## config.mk

```make
export PLATFORM = sky130hd
export DESIGN_NAME = nes_pad_responder
export DESIGN_NICKNAME = d
export VERILOG_FILES = /design/src/rtl/nes_pad_pkg.sv /design/src/rtl/pad_debounce.sv /design/src/rtl/nes_pad_responder.sv
export SDC_FILE = /design/constraint.sdc
export NUM_CORES = 1
export LEC_CHECK = 0
export CAP_MARGIN = 20
export CORE_MARGIN = 3
export CORE_UTILIZATION = 35
export DETAILED_ROUTE_END_ITERATION = 12
export GPL_TIMING_DRIVEN = 0
export PLACE_DENSITY = 0.49
export SYNTH_ARGS = -nofsm -noshare
export SYNTH_HDL_FRONTEND = slang
export SYNTH_SLANG_ARGS = --single-unit
export TNS_END_PERCENT = 1
```

## constraint.sdc

```tcl
create_clock -name clk -period 12.4 [get_ports clk]
set_input_delay 1.24 -clock clk [delete_from_list [all_inputs] [get_ports clk]]
set_output_delay 1.24 -clock clk [all_outputs]
set_load 0.02 [all_outputs]
```

## src/rtl/nes_pad_pkg.sv

```systemverilog
// Shared types for the NES pad responder.
// Button indices, pad state vector and shift FSM states.
package nes_pad_pkg;

  localparam int BTN_A      = 0;
  localparam int BTN_B      = 1;
  localparam int BTN_SELECT = 2;
  localparam int BTN_START  = 3;
  localparam int BTN_UP     = 4;
  localparam int BTN_DOWN   = 5;
  localparam int BTN_LEFT   = 6;
  localparam int BTN_RIGHT  = 7;

  typedef logic [7:0] pad_state_t;

  typedef enum logic {
    LATCH = 1'b0,
    SHIFT = 1'b1
  } pad_fsm_t;

endpackage

```

## src/rtl/pad_debounce.sv

```systemverilog
// One-button synchronizer + debouncer.
// Ports: clk, rst, i_btn (raw async), o_stable (debounced level).
module pad_debounce #(
  parameter logic [19:0] CYCLES = 20'd500000
) (
  input  logic clk,
  input  logic rst,
  input  logic i_btn,
  output logic o_stable
);

  localparam int CW = $clog2(CYCLES + 20'd1);

  logic          r_s1;
  logic          r_s2;
  logic          r_s;
  logic [CW-1:0] r_cnt;

  always_ff @(posedge clk or posedge rst) begin
    if (rst) begin
      r_s1  <= 1'b0;
      r_s2  <= 1'b0;
      r_s   <= 1'b0;
      r_cnt <= '0;
    end else begin
      r_s1 <= i_btn;
      r_s2 <= r_s1;
      if (r_s2 == r_s) begin
        r_cnt <= '0;
      end else if (r_cnt == CW'(CYCLES - 20'd1)) begin
        // this increment would reach CYCLES: accept the new level
        r_s   <= r_s2;
        r_cnt <= '0;
      end else begin
        r_cnt <= r_cnt + 1'b1;
      end
    end
  end

  assign o_stable = r_s;

endmodule

```

## src/rtl/nes_pad_responder.sv

```systemverilog
// Emulated 4021 NES joypad: debounced buttons, A/B turbo, serial shift.
// Ports: clk, rst, btns, turbo_en, strobe, rd in; data, state out.
module nes_pad_responder
  import nes_pad_pkg::*;
#(
  parameter logic [19:0] DEBOUNCE_CYCLES = 20'd500000,
  parameter logic [19:0] TURBO_PERIOD    = 20'd89000,
  parameter logic        DATA_ACTIVE_LOW = 1'b0
) (
  input  logic       clk,
  input  logic       rst,
  input  logic [7:0] btns,
  input  logic [1:0] turbo_en,
  input  logic       strobe,
  input  logic       rd,
  output logic       data,
  output logic [7:0] state
);

  localparam int TW = $clog2(TURBO_PERIOD + 20'd1);

  pad_state_t w_stable;
  pad_state_t w_state_nxt;
  pad_state_t r_state;
  pad_state_t r_sr;
  pad_state_t w_sr_nxt;
  pad_fsm_t   r_fsm;
  pad_fsm_t   w_fsm_nxt;
  logic [TW-1:0] r_tcnt;
  logic       r_tp;
  logic       r_rd_q;
  logic       r_data;
  logic       w_rd_fall;

  for (genvar g = 0; g < 8; g++) begin : g_deb
    pad_debounce #(.CYCLES(DEBOUNCE_CYCLES)) u_deb (
      .clk      (clk),
      .rst      (rst),
      .i_btn    (btns[g]),
      .o_stable (w_stable[g])
    );
  end

  always_ff @(posedge clk or posedge rst) begin
    if (rst) begin
      r_tcnt <= '0;
      r_tp   <= 1'b1;
    end else if (r_tcnt == TW'(TURBO_PERIOD - 20'd1)) begin
      r_tcnt <= '0;
      r_tp   <= ~r_tp;
    end else begin
      r_tcnt <= r_tcnt + 1'b1;
    end
  end

  always_comb begin
    w_state_nxt = w_stable;
    w_state_nxt[BTN_A] = w_stable[BTN_A] & (~turbo_en[0] | r_tp);
    w_state_nxt[BTN_B] = w_stable[BTN_B] & (~turbo_en[1] | r_tp);
  end

  assign w_rd_fall = r_rd_q & ~rd;

  always_comb begin
    w_fsm_nxt = r_fsm;
    unique case (r_fsm)
      LATCH: if (!strobe) w_fsm_nxt = SHIFT;
      SHIFT: if (strobe)  w_fsm_nxt = LATCH;
      default: w_fsm_nxt = LATCH;
    endcase
  end

  // Load takes priority over a coincident rd falling edge.
  always_comb begin
    w_sr_nxt = r_sr;
    if (w_fsm_nxt == LATCH) begin
      w_sr_nxt = r_state;
    end else if (w_rd_fall) begin
      w_sr_nxt = {1'b1, r_sr[7:1]};
    end
  end

  always_ff @(posedge clk or posedge rst) begin
    if (rst) begin
      r_state <= '0;
      r_fsm   <= LATCH;
      r_sr    <= '0;
      r_rd_q  <= 1'b0;
      r_data  <= DATA_ACTIVE_LOW;
    end else begin
      r_state <= w_state_nxt;
      r_fsm   <= w_fsm_nxt;
      r_sr    <= w_sr_nxt;
      r_rd_q  <= rd;
      r_data  <= r_sr[0] ^ DATA_ACTIVE_LOW;
    end
  end

  assign data  = r_data;
  assign state = r_state;

endmodule

```

==> impl_metrics.env, run 1 <==
export IMPL_status="complete, no violations"
export IMPL_setup_tns_ns=0
export IMPL_route_detailed_drc=0
export IMPL_mappedNetlistNets=987
export IMPL_initial_core_util_pct=36.2
export IMPL_placed_area_sq_um=10600
export IMPL_finClkSkew_ns=0.00819
export IMPL_synthCells=964
export IMPL_die_area_sq_um=30300
export IMPL_hpwl_um=13000
export IMPL_crit_type="register to primary output"
export IMPL_powerDensity_nw_per_um2=133
export IMPL_synth_cell_type_count=48
export IMPL_gp_congestion=0.750
export IMPL_io_pins=23
export IMPL_path_buf_inv=1
export IMPL_critPathMaxStageDelay_ns=0.64
export IMPL_dp_cells=1360
export IMPL_grt_max_degree=87
export IMPL_yosysTopAreaCell="dfrtp_1"
export IMPL_std_cell_rows=60
export IMPL_cts_root_buffer="clkbuf_16"
export IMPL_portBuffers=22
export IMPL_grt_antenna_before_repair=0
export IMPL_setup_viol=0
export IMPL_crit_fanout=2
export IMPL_hp_class="register to register"
export IMPL_holdWs_ns=0.346
export IMPL_layout_commonest_cell="dfrtp_1"
export IMPL_clkSinkCount=212
export IMPL_n_antenna_cell=0
export IMPL_slew_headroom_pct=50.4
export IMPL_core_sq_um=27300
export IMPL_die_w_um=174
export IMPL_yosysWarnings=0
export IMPL_cts_setup_buffers=0
export IMPL_dieHeight_um=174
export IMPL_synth_async_reset_ratio_pct=100
export IMPL_first_iter_violations=425
export IMPL_path_delay_family="buffers and inverters"
export IMPL_yosysTopAreaCellShare_pct=53.4
export IMPL_gr_usage_all_layers_pct=13.2
export IMPL_hold_viol_final=0
export IMPL_nets=1037
export IMPL_tightest_slew_ns=0.739
export IMPL_setup_ws_ns=9.58
export IMPL_dr_pass1_iters=4
export IMPL_area_growth_pct=16.5
export IMPL_synth_ff_type="dfrtp_1"
export IMPL_cp_cell_sequence="clkdlybuf4s50_1"
export IMPL_stdcell_area_sq_um=11500
export IMPL_cap_violations=0
export IMPL_pre_cts_slack_ns=9.52
export IMPL_ys_top_cells_by_area="dfrtp_1 53%, xnor2_1 8.7%, nor2_1 5.5%"
export IMPL_required_ns=11.16
export IMPL_instances_no_fill=1403
export IMPL_vdd_drop_max_v=0.0000929
export IMPL_final_cell_mix="211 x dfrtp_1, 144 x nor2_1, 98 x xnor2_1"
export IMPL_cp_slowest_cell="clkdlybuf4s50_1"
export IMPL_drive_above_1_share_pct=9.21
export IMPL_period_share_pct=22.7
export IMPL_grt_pass1_wl_um=34700
export IMPL_syn_area_per_cell_sq_um=10.3
export IMPL_seq_area_frac_synth_pct=53.7
export IMPL_clk_latency_ns=0.52
export IMPL_vias_per_cell=4.93
export IMPL_min_period_ns=2.82
export IMPL_synth_edf_count=0
export IMPL_mappedNetlistArea_sq_um=9890
export IMPL_hold_buffers=0
export IMPL_path_clk_slew_ns=0.06
export IMPL_critical_path_arrival_ns=1.58
export IMPL_final_util_pct=42.2
export IMPL_synth_ff_latch_count=212
export IMPL_start_kind="register"
export IMPL_fmax_mhz=355
export IMPL_post_drt_wl_per_cell_um=13.9
export IMPL_cts_max_path_buffers=3
export IMPL_overflow=0
export IMPL_p_leak_nw=4.53
export IMPL_crit_path_end_kind="primary output"
export IMPL_vias=6910
export IMPL_finalPower_mw=1.53
export IMPL_cts_tree="yes"
export IMPL_rsz0062_at_grt="no"
export IMPL_drtAntennaViolNets=0
export IMPL_cts_max_level=1
export IMPL_slew_violations=0
export IMPL_grt_pass1_vias=7100
export IMPL_cts_resized_gates=0
export IMPL_wl_um=19500
export IMPL_cts_made_buffers=24
-- synth_stat cells, types with 8 or more instances --
| cell type | n |
|---|---|
| or2_2 | 13 |
| or3_1 | 20 |
| mux2_2 | 8 |
| nor2_1 | 144 |
| nor4_1 | 38 |
| ha_1 | 9 |
| inv_1 | 38 |
| nand4_1 | 41 |
| xnor2_1 | 98 |
| nor3_1 | 29 |
| or4_1 | 16 |
| nand2_1 | 56 |
| nand3_1 | 58 |
| clkbuf_1 | 9 |
| and2_1 | 9 |
| a21oi_1 | 33 |
| xor2_1 | 30 |
| dfrtp_1 | 211 |
| o21ai_0 | 21 |
| o31ai_1 | 10 |
-- where the power goes --
| group | total [mW] | switching, mW | internal [mW] |
|---|---|---|---|
| combinational | 0.0477 | 0.0321 | 0.0156 |
| sequential | 0.710 | 0.00845 | 0.702 |
| clock | 0.777 | 0.283 | 0.494 |
-- logic make-up after synthesis --
kind of cell	Yosys count	share of synthesized area, %
XOR/XNOR	128	11.3
buffers and inverters	54	2.32
AO/OA/AOI/OAI	82	5.43
adder cells (fa/ha/maj)	9	1.14
AND/OR/NAND/NOR	464	24.5
flip-flops	212	53.7
multiplexers	15	1.62
-- area by class of cell --
type                       instances  area (sq um)
buffer                            16          86.3
clock buffer                      32           691
clock inverter                    11           191
fill                            2744         15800
inverter                          38           150
multi-input combinational        698          4350
sequential                       212          5310
tap                              372           465
timing repair buffer              24           275
-- metal layers --
metal | vias to the layer above | GRT usage, % | share of wire (%)
met5 | - | 0 | 0
met4 | 0 | 2.71 | 2.0
met3 | 26 | 2.12 | 2.4
met2 | 50 | 20.8 | 43
met1 | 3333 | 19.3 | 53
li1 | 3501 | - | -
-- path summary, 6_finish.rpt --
check	start	end	slack, ns	cells past startpoint
setup reg to reg	g_deb[7].u_deb.r_cnt[0]	g_deb[7].u_deb.r_cnt[6]	9.90	6
max in group asynchronous	rst	g_deb[7].u_deb.r_cnt[16]	10.18	4
min in group asynchronous	rst	g_deb[2].u_deb.r_cnt[15]	1.14	2
setup / recovery	state[6]	state[6]	9.58	1
hold / removal	g_deb[5].u_deb.r_s1	g_deb[5].u_deb.r_s2	0.35	0
hold reg to reg	g_deb[5].u_deb.r_s1	g_deb[5].u_deb.r_s2	0.35	0
-- sequential cells by signal, summed over array words and instances, names as in the netlist --
signal / flops
r_sr: 8
r_tcnt: 17
state: 8
g_deb.u_deb.r_s2: 8
data: 1
r_tp: 1
r_rd_q: 1
g_deb.u_deb.r_s1: 8
g_deb.u_deb.o_stable: 8
g_deb.u_deb.r_cnt: 152
No activity file was read; power rests on OpenSTA's default activity.
==> run 2, diff against run 1 <==
==> constraint.sdc (replaced) <==
create_clock -name clk -period 2.8 [get_ports clk]
set_input_delay 0.28 -clock clk [delete_from_list [all_inputs] [get_ports clk]]
set_output_delay 0.28 -clock clk [all_outputs]
set_load 0.02 [all_outputs]
==> impl_metrics.env, run 2 (synthesis results as in run 1) <==
export IMPL_setup_viol=0
export IMPL_critical_path_arrival_ns=2.81
export IMPL_drtAntennaViolNets=0
export IMPL_io_pins=23
export IMPL_final_cell_mix="211 x dfrtp_1, 144 x nor2_1, 98 x xnor2_1"
export IMPL_r2r_cells=6
export IMPL_dieHeight_um=174
export IMPL_nets=1042
export IMPL_grt_pass1_wl_um=34600
export IMPL_path_clk_slew_ns=0.05
export IMPL_initial_core_util_pct=36.2
export IMPL_met3_length_um=640
export IMPL_cts_root_buffer="clkbuf_16"
export IMPL_grt_antenna_before_repair=0
export IMPL_vias=6877
export IMPL_dr_wl_met2_um=8530
export IMPL_powerDensity_nw_per_um2=568
export IMPL_crit_type="register to register"
export IMPL_overflow=0
export IMPL_period_share_pct=86.7
export IMPL_gr_usage_all_layers_pct=13.2
export IMPL_first_iter_violations=385
export IMPL_hp_class="input pin to async pin"
export IMPL_crit_path_end_kind="register"
export IMPL_dr_pass1_iters=4
export IMPL_crit_fanout=10
export IMPL_drive_above_1_share_pct=9.45
export IMPL_slew_headroom_pct=54.2
export IMPL_critPathMaxStageDelay_ns=0.57
export IMPL_cts_tree="yes"
export IMPL_wl_met1_um=9910
export IMPL_clkSinkCount=212
export IMPL_post_drt_wl_per_cell_um=13.8
export IMPL_cts_max_level=1
export IMPL_die_area_sq_um=30300
export IMPL_dp_cells=1364
export IMPL_core_sq_um=27300
export IMPL_area_growth_pct=16.6
export IMPL_vias_per_cell=4.88
export IMPL_layout_commonest_cell="dfrtp_1"
export IMPL_grt_max_degree=41
export IMPL_clk_latency_ns=0.52
export IMPL_grt_pass1_vias=6914
export IMPL_tightest_slew_ns=0.682
export IMPL_die_w_um=174
export IMPL_largest_reg_flops=152
export IMPL_cp_cell_sequence="ha_1 -> nand4_1 -> or2_2 -> o31ai_2 -> clkbuf_1 -> nor2_1"
export IMPL_p_leak_nw=4.53
export IMPL_required_ns=3.18
export IMPL_maxUsedRoutingLayer="met4"
export IMPL_hold_viol_final=0
export IMPL_setup_tns_ns=0
export IMPL_route_detailed_drc=0
export IMPL_status="complete, no violations"
export IMPL_fmax_mhz=412
export IMPL_rsz0062_at_grt="no"
export IMPL_cts_max_path_buffers=3
export IMPL_gp_congestion=0.790
export IMPL_hpwl_um=13200
export IMPL_largest_register="g_deb.u_deb.r_cnt"
export IMPL_portBuffers=22
export IMPL_std_cell_rows=60
export IMPL_wl_um=19400
export IMPL_hold_buffers=0
export IMPL_vdd_drop_max_v=0.000344
export IMPL_cp_slowest_cell="o31ai_2"
export IMPL_min_period_ns=2.43
export IMPL_instances_no_fill=1409
export IMPL_cap_violations=0
export IMPL_cts_made_buffers=25
export IMPL_largestRegisters="g_deb.u_deb.r_cnt: 152 flops, r_tcnt: 17 flops"
export IMPL_slew_violations=0
export IMPL_finClkSkew_ns=0.0102
export IMPL_fillers=2721
export IMPL_start_kind="register"
export IMPL_n_antenna_cell=0
==> run 2: changes by cell type in the layout (fill, tap and decap cells not counted), moves of 2 or more <==
cell	previous run	this run
buf_16	2	0
buf_12	0	6
clkbuf_8	6	8
bufinv_16	5	1
clkbuf_1	11	14
==> run 2: final timing paths <==
kind,startpoint,endpoint,slack [ns]
max,g_deb[7].u_deb.r_cnt[0],g_deb[7].u_deb.r_cnt[7],0.37
min reg2reg,g_deb[4].u_deb.r_s1,g_deb[4].u_deb.r_s2,0.35
min in group clk,btns[5],g_deb[5].u_deb.r_s1,0.20
min,rst,g_deb[5].u_deb.r_s1,0.13
max reg2reg,g_deb[7].u_deb.r_cnt[0],g_deb[7].u_deb.r_cnt[7],0.37
max in group asynchronous,rst,r_tp,1.84
==> run 2: what timing repair did <==
action / 4_1_cts / 5_1_grt
setup endpoints to repair: 0 / 6
resized for setup: 0 / 1
buffers inserted: 0 / 0
==> run 2: final cells by class <==
cell class              instances  area [sq um]  area share, %
flip-flops and latches        212          5310           46.0
multi-input cells             698          4360           37.8
clock buffers                  38           754           6.55
well taps                     372           465           4.04
repair buffers                 28           340           2.95
inverters                      38           146           1.27
plain buffers                  16          86.3          0.749
clock inverters                 7          63.8          0.554
==> run 2: metrics by stage <==
| stage | power, mW | setup WS (ns) | area, sq um | hold WS, ns | utilization (%) |
|---|---|---|---|---|---|
| floorplan | 3.33 | -0.235 | 9890 | 0.311 | - |
| global placement | 3.41 | -2.13 | 10600 | 0.333 | 38.7 |
| detailed placement | 3.43 | 0.253 | 10700 | 0.335 | 39.1 |
| CTS | 6.67 | 0.248 | 11500 | 0.124 | 42.1 |
| global route | 6.84 | 0.0920 | 11500 | 0.160 | 42.2 |
| finish | 6.54 | 0.372 | 11500 | 0.130 | 42.2 |
==> run 2: critical path, delay by kind of cell, from the launching register on <==
kind	cells	cell delay, ns
and+or+nand+nor	3	0.65
AOI/OAI and AO/OA	1	0.57
buffers and inverters	1	0.42
adders and majority gates	1	0.25
DFF	1	0.39
==> run 2: routing by layer <==
| metal | vias to the layer above | global-route usage [%] |
|---|---|---|
| met5 | - | 0 |
| met4 | 0 | 2.75 |
| met3 | 27 | 2.14 |
| li1 | 3494 | - |
| met1 | 3283 | 20.0 |
| met2 | 73 | 20.1 |
==> run 2: power breakdown <==
group          switching [mW]  total [mW]  internal [mW]
clock network            1.24        3.17           1.94
registers              0.0374        3.14           3.11
logic                   0.144       0.223         0.0787
total                    1.42        6.54           5.13
==> run 3, diff against run 2 <==
--- a/config.mk
+++ b/config.mk
@@ -7,10 +7,10 @@
 export LEC_CHECK = 0
 export CAP_MARGIN = 20
 export CORE_MARGIN = 3
-export CORE_UTILIZATION = 35
+export CORE_UTILIZATION = 55
 export DETAILED_ROUTE_END_ITERATION = 12
 export GPL_TIMING_DRIVEN = 0
-export PLACE_DENSITY = 0.49
+export PLACE_DENSITY = 0.71
 export SYNTH_ARGS = -nofsm -noshare
 export SYNTH_HDL_FRONTEND = slang
 export SYNTH_SLANG_ARGS = --single-unit
==> impl_metrics.env, run 3 (synthesis results as in run 1) <==
export IMPL_start_kind="register"
export IMPL_route_detailed_drc=0
export IMPL_crit_fanout=10
export IMPL_area_growth_pct=14.2
export IMPL_min_period_ns=2.45
export IMPL_hp_class="input pin to async pin"
export IMPL_pre_cts_slack_ns=0.370
export IMPL_cts_made_buffers=24
export IMPL_nets=1040
export IMPL_grt_antenna_before_repair=0
export IMPL_cp_cell_sequence="clkbuf_1 -> nor4bb_1 -> nand4_1 -> o31ai_2 -> clkbuf_1 -> nor2_1"
export IMPL_hold_viol_final=0
export IMPL_path_delay_family="simple AND/OR/NAND/NOR gates"
export IMPL_path_buf_inv=2
export IMPL_drive_above_1_share_pct=9.29
export IMPL_crit_top_cell="clkbuf_1"
export IMPL_setup_ws_ns=0.347
export IMPL_drtAntennaViolNets=0
export IMPL_cts_resized_gates=0
export IMPL_p_leak_nw=4.50
export IMPL_gp_congestion=0.839
export IMPL_final_util_pct=64.6
export IMPL_maxUsedRoutingLayer="met4"
export IMPL_cts_root_buffer="clkbuf_16"
export IMPL_path_clk_slew_ns=0.06
export IMPL_vdd_drop_max_v=0.000537
export IMPL_die_area_sq_um=19600
export IMPL_overflow=0
export IMPL_largestRegisters="g_deb.u_deb.r_cnt: 152 flops, r_tcnt: 17 flops"
export IMPL_largest_register="g_deb.u_deb.r_cnt"
export IMPL_layout_commonest_cell="dfrtp_1"
export IMPL_dr_wl_met2_um=8620
export IMPL_cp_slowest_cell="o31ai_2"
export IMPL_grt_pass1_vias=6862
export IMPL_finClkSkew_ns=0.0123
export IMPL_tightest_slew_ns=0.716
export IMPL_powerDensity_nw_per_um2=570
export IMPL_dieHeight_um=140
export IMPL_slew_violations=0
export IMPL_crit_type="register to register"
export IMPL_clk_latency_ns=0.51
export IMPL_core_sq_um=17500
export IMPL_crit_path_end_kind="register"
export IMPL_clkSinkCount=212
export IMPL_required_ns=3.16
export IMPL_grt_pass1_wl_um=32400
export IMPL_fillers=1411
export IMPL_slew_headroom_pct=52.0
export IMPL_hpwl_um=12400
export IMPL_die_w_um=140
export IMPL_critPathMaxStageDelay_ns=0.66
export IMPL_initial_core_util_pct=56.6
export IMPL_cts_tree="yes"
export IMPL_wl_met1_um=8620
export IMPL_io_pins=23
export IMPL_met3_length_um=608
export IMPL_portBuffers=22
export IMPL_gr_usage_all_layers_pct=19.2
export IMPL_holdWs_ns=0.202
export IMPL_post_drt_wl_per_cell_um=14.5
export IMPL_fmax_mhz=408
export IMPL_dr_pass1_iters=5
export IMPL_std_cell_rows=48
export IMPL_hold_buffers=0
export IMPL_status="complete, no violations"
export IMPL_period_share_pct=87.6
export IMPL_largest_reg_flops=152
export IMPL_first_iter_violations=382
export IMPL_regToRegSetupSlack_ns=0.35
export IMPL_final_cell_mix="211 x dfrtp_1, 144 x nor2_1, 98 x xnor2_1"
export IMPL_setup_viol=0
export IMPL_cts_max_level=1
export IMPL_critical_path_arrival_ns=2.82
export IMPL_cts_max_path_buffers=3
export IMPL_cap_violations=0
export IMPL_cts_setup_buffers=0
export IMPL_vias_per_cell=5.61
export IMPL_rsz0062_at_grt="no"
export IMPL_wl_um=18300
export IMPL_grt_max_degree=44
export IMPL_vias=7061
export IMPL_n_antenna_cell=0
run 3: cell count changes in the layout (fill, tap and decap cells not counted):
cell        change
buf_12          -1
clkbuf_1        -2
clkbuf_8        -1
clkinvlp_4      +1
inv_6           -1
o31ai_2         +1
o31ai_4         -1
run 3: worst paths after layout:
kind	startpoint	endpoint	cells after the start
max	g_deb[3].u_deb.r_cnt[5]	g_deb[3].u_deb.r_cnt[10]	6
min	rst	g_deb[1].u_deb.r_cnt[0]	2
max reg2reg	g_deb[3].u_deb.r_cnt[5]	g_deb[3].u_deb.r_cnt[10]	6
min reg2reg	g_deb[5].u_deb.r_s1	g_deb[5].u_deb.r_s2	0
max in group asynchronous	rst	g_deb[0].u_deb.r_s2	5
min in group clk	btns[4]	g_deb[4].u_deb.r_s1	1
run 3: where the power goes:
part / switching (mW) / leakage [nW] / internal (mW)
combinational: 0.138 / 1.22 / 0.0748
sequential: 0.0375 / 2.88 / 3.11
clock: 1.18 / 0.396 / 1.89
total: 1.35 / 4.50 / 5.08
run 3: final cells by class:
cell class,instances,area (sq um),share of cell area [%]
plain buffers,16,86.3,0.765
repair buffers,27,320,2.84
flip-flops and latches,212,5310,47.0
clock inverters,7,62.6,0.554
multi-input cells,698,4350,38.6
inverters,38,146,1.30
well taps,225,282,2.49
clock buffers,35,733,6.49
run 3: metal layers:
metal	vias to the layer above	track usage, %
met5	-	0
met4	0	5.00
met3	35	3.00
met2	100	30.6
met1	3428	27.8
li1	3498	-
run 3: metrics by stage:
step                setup TNS (ns)  cells  cell area, sq um  power (mW)
floorplan                   -49.66    964              9890        3.33
detailed placement               0   1216             10500        3.42
finish                           0   1258             11300        6.43
global route                     0   1258             11300        6.68
global placement           -384.94   1211             10400        3.40
CTS                              0   1258             11300        6.52
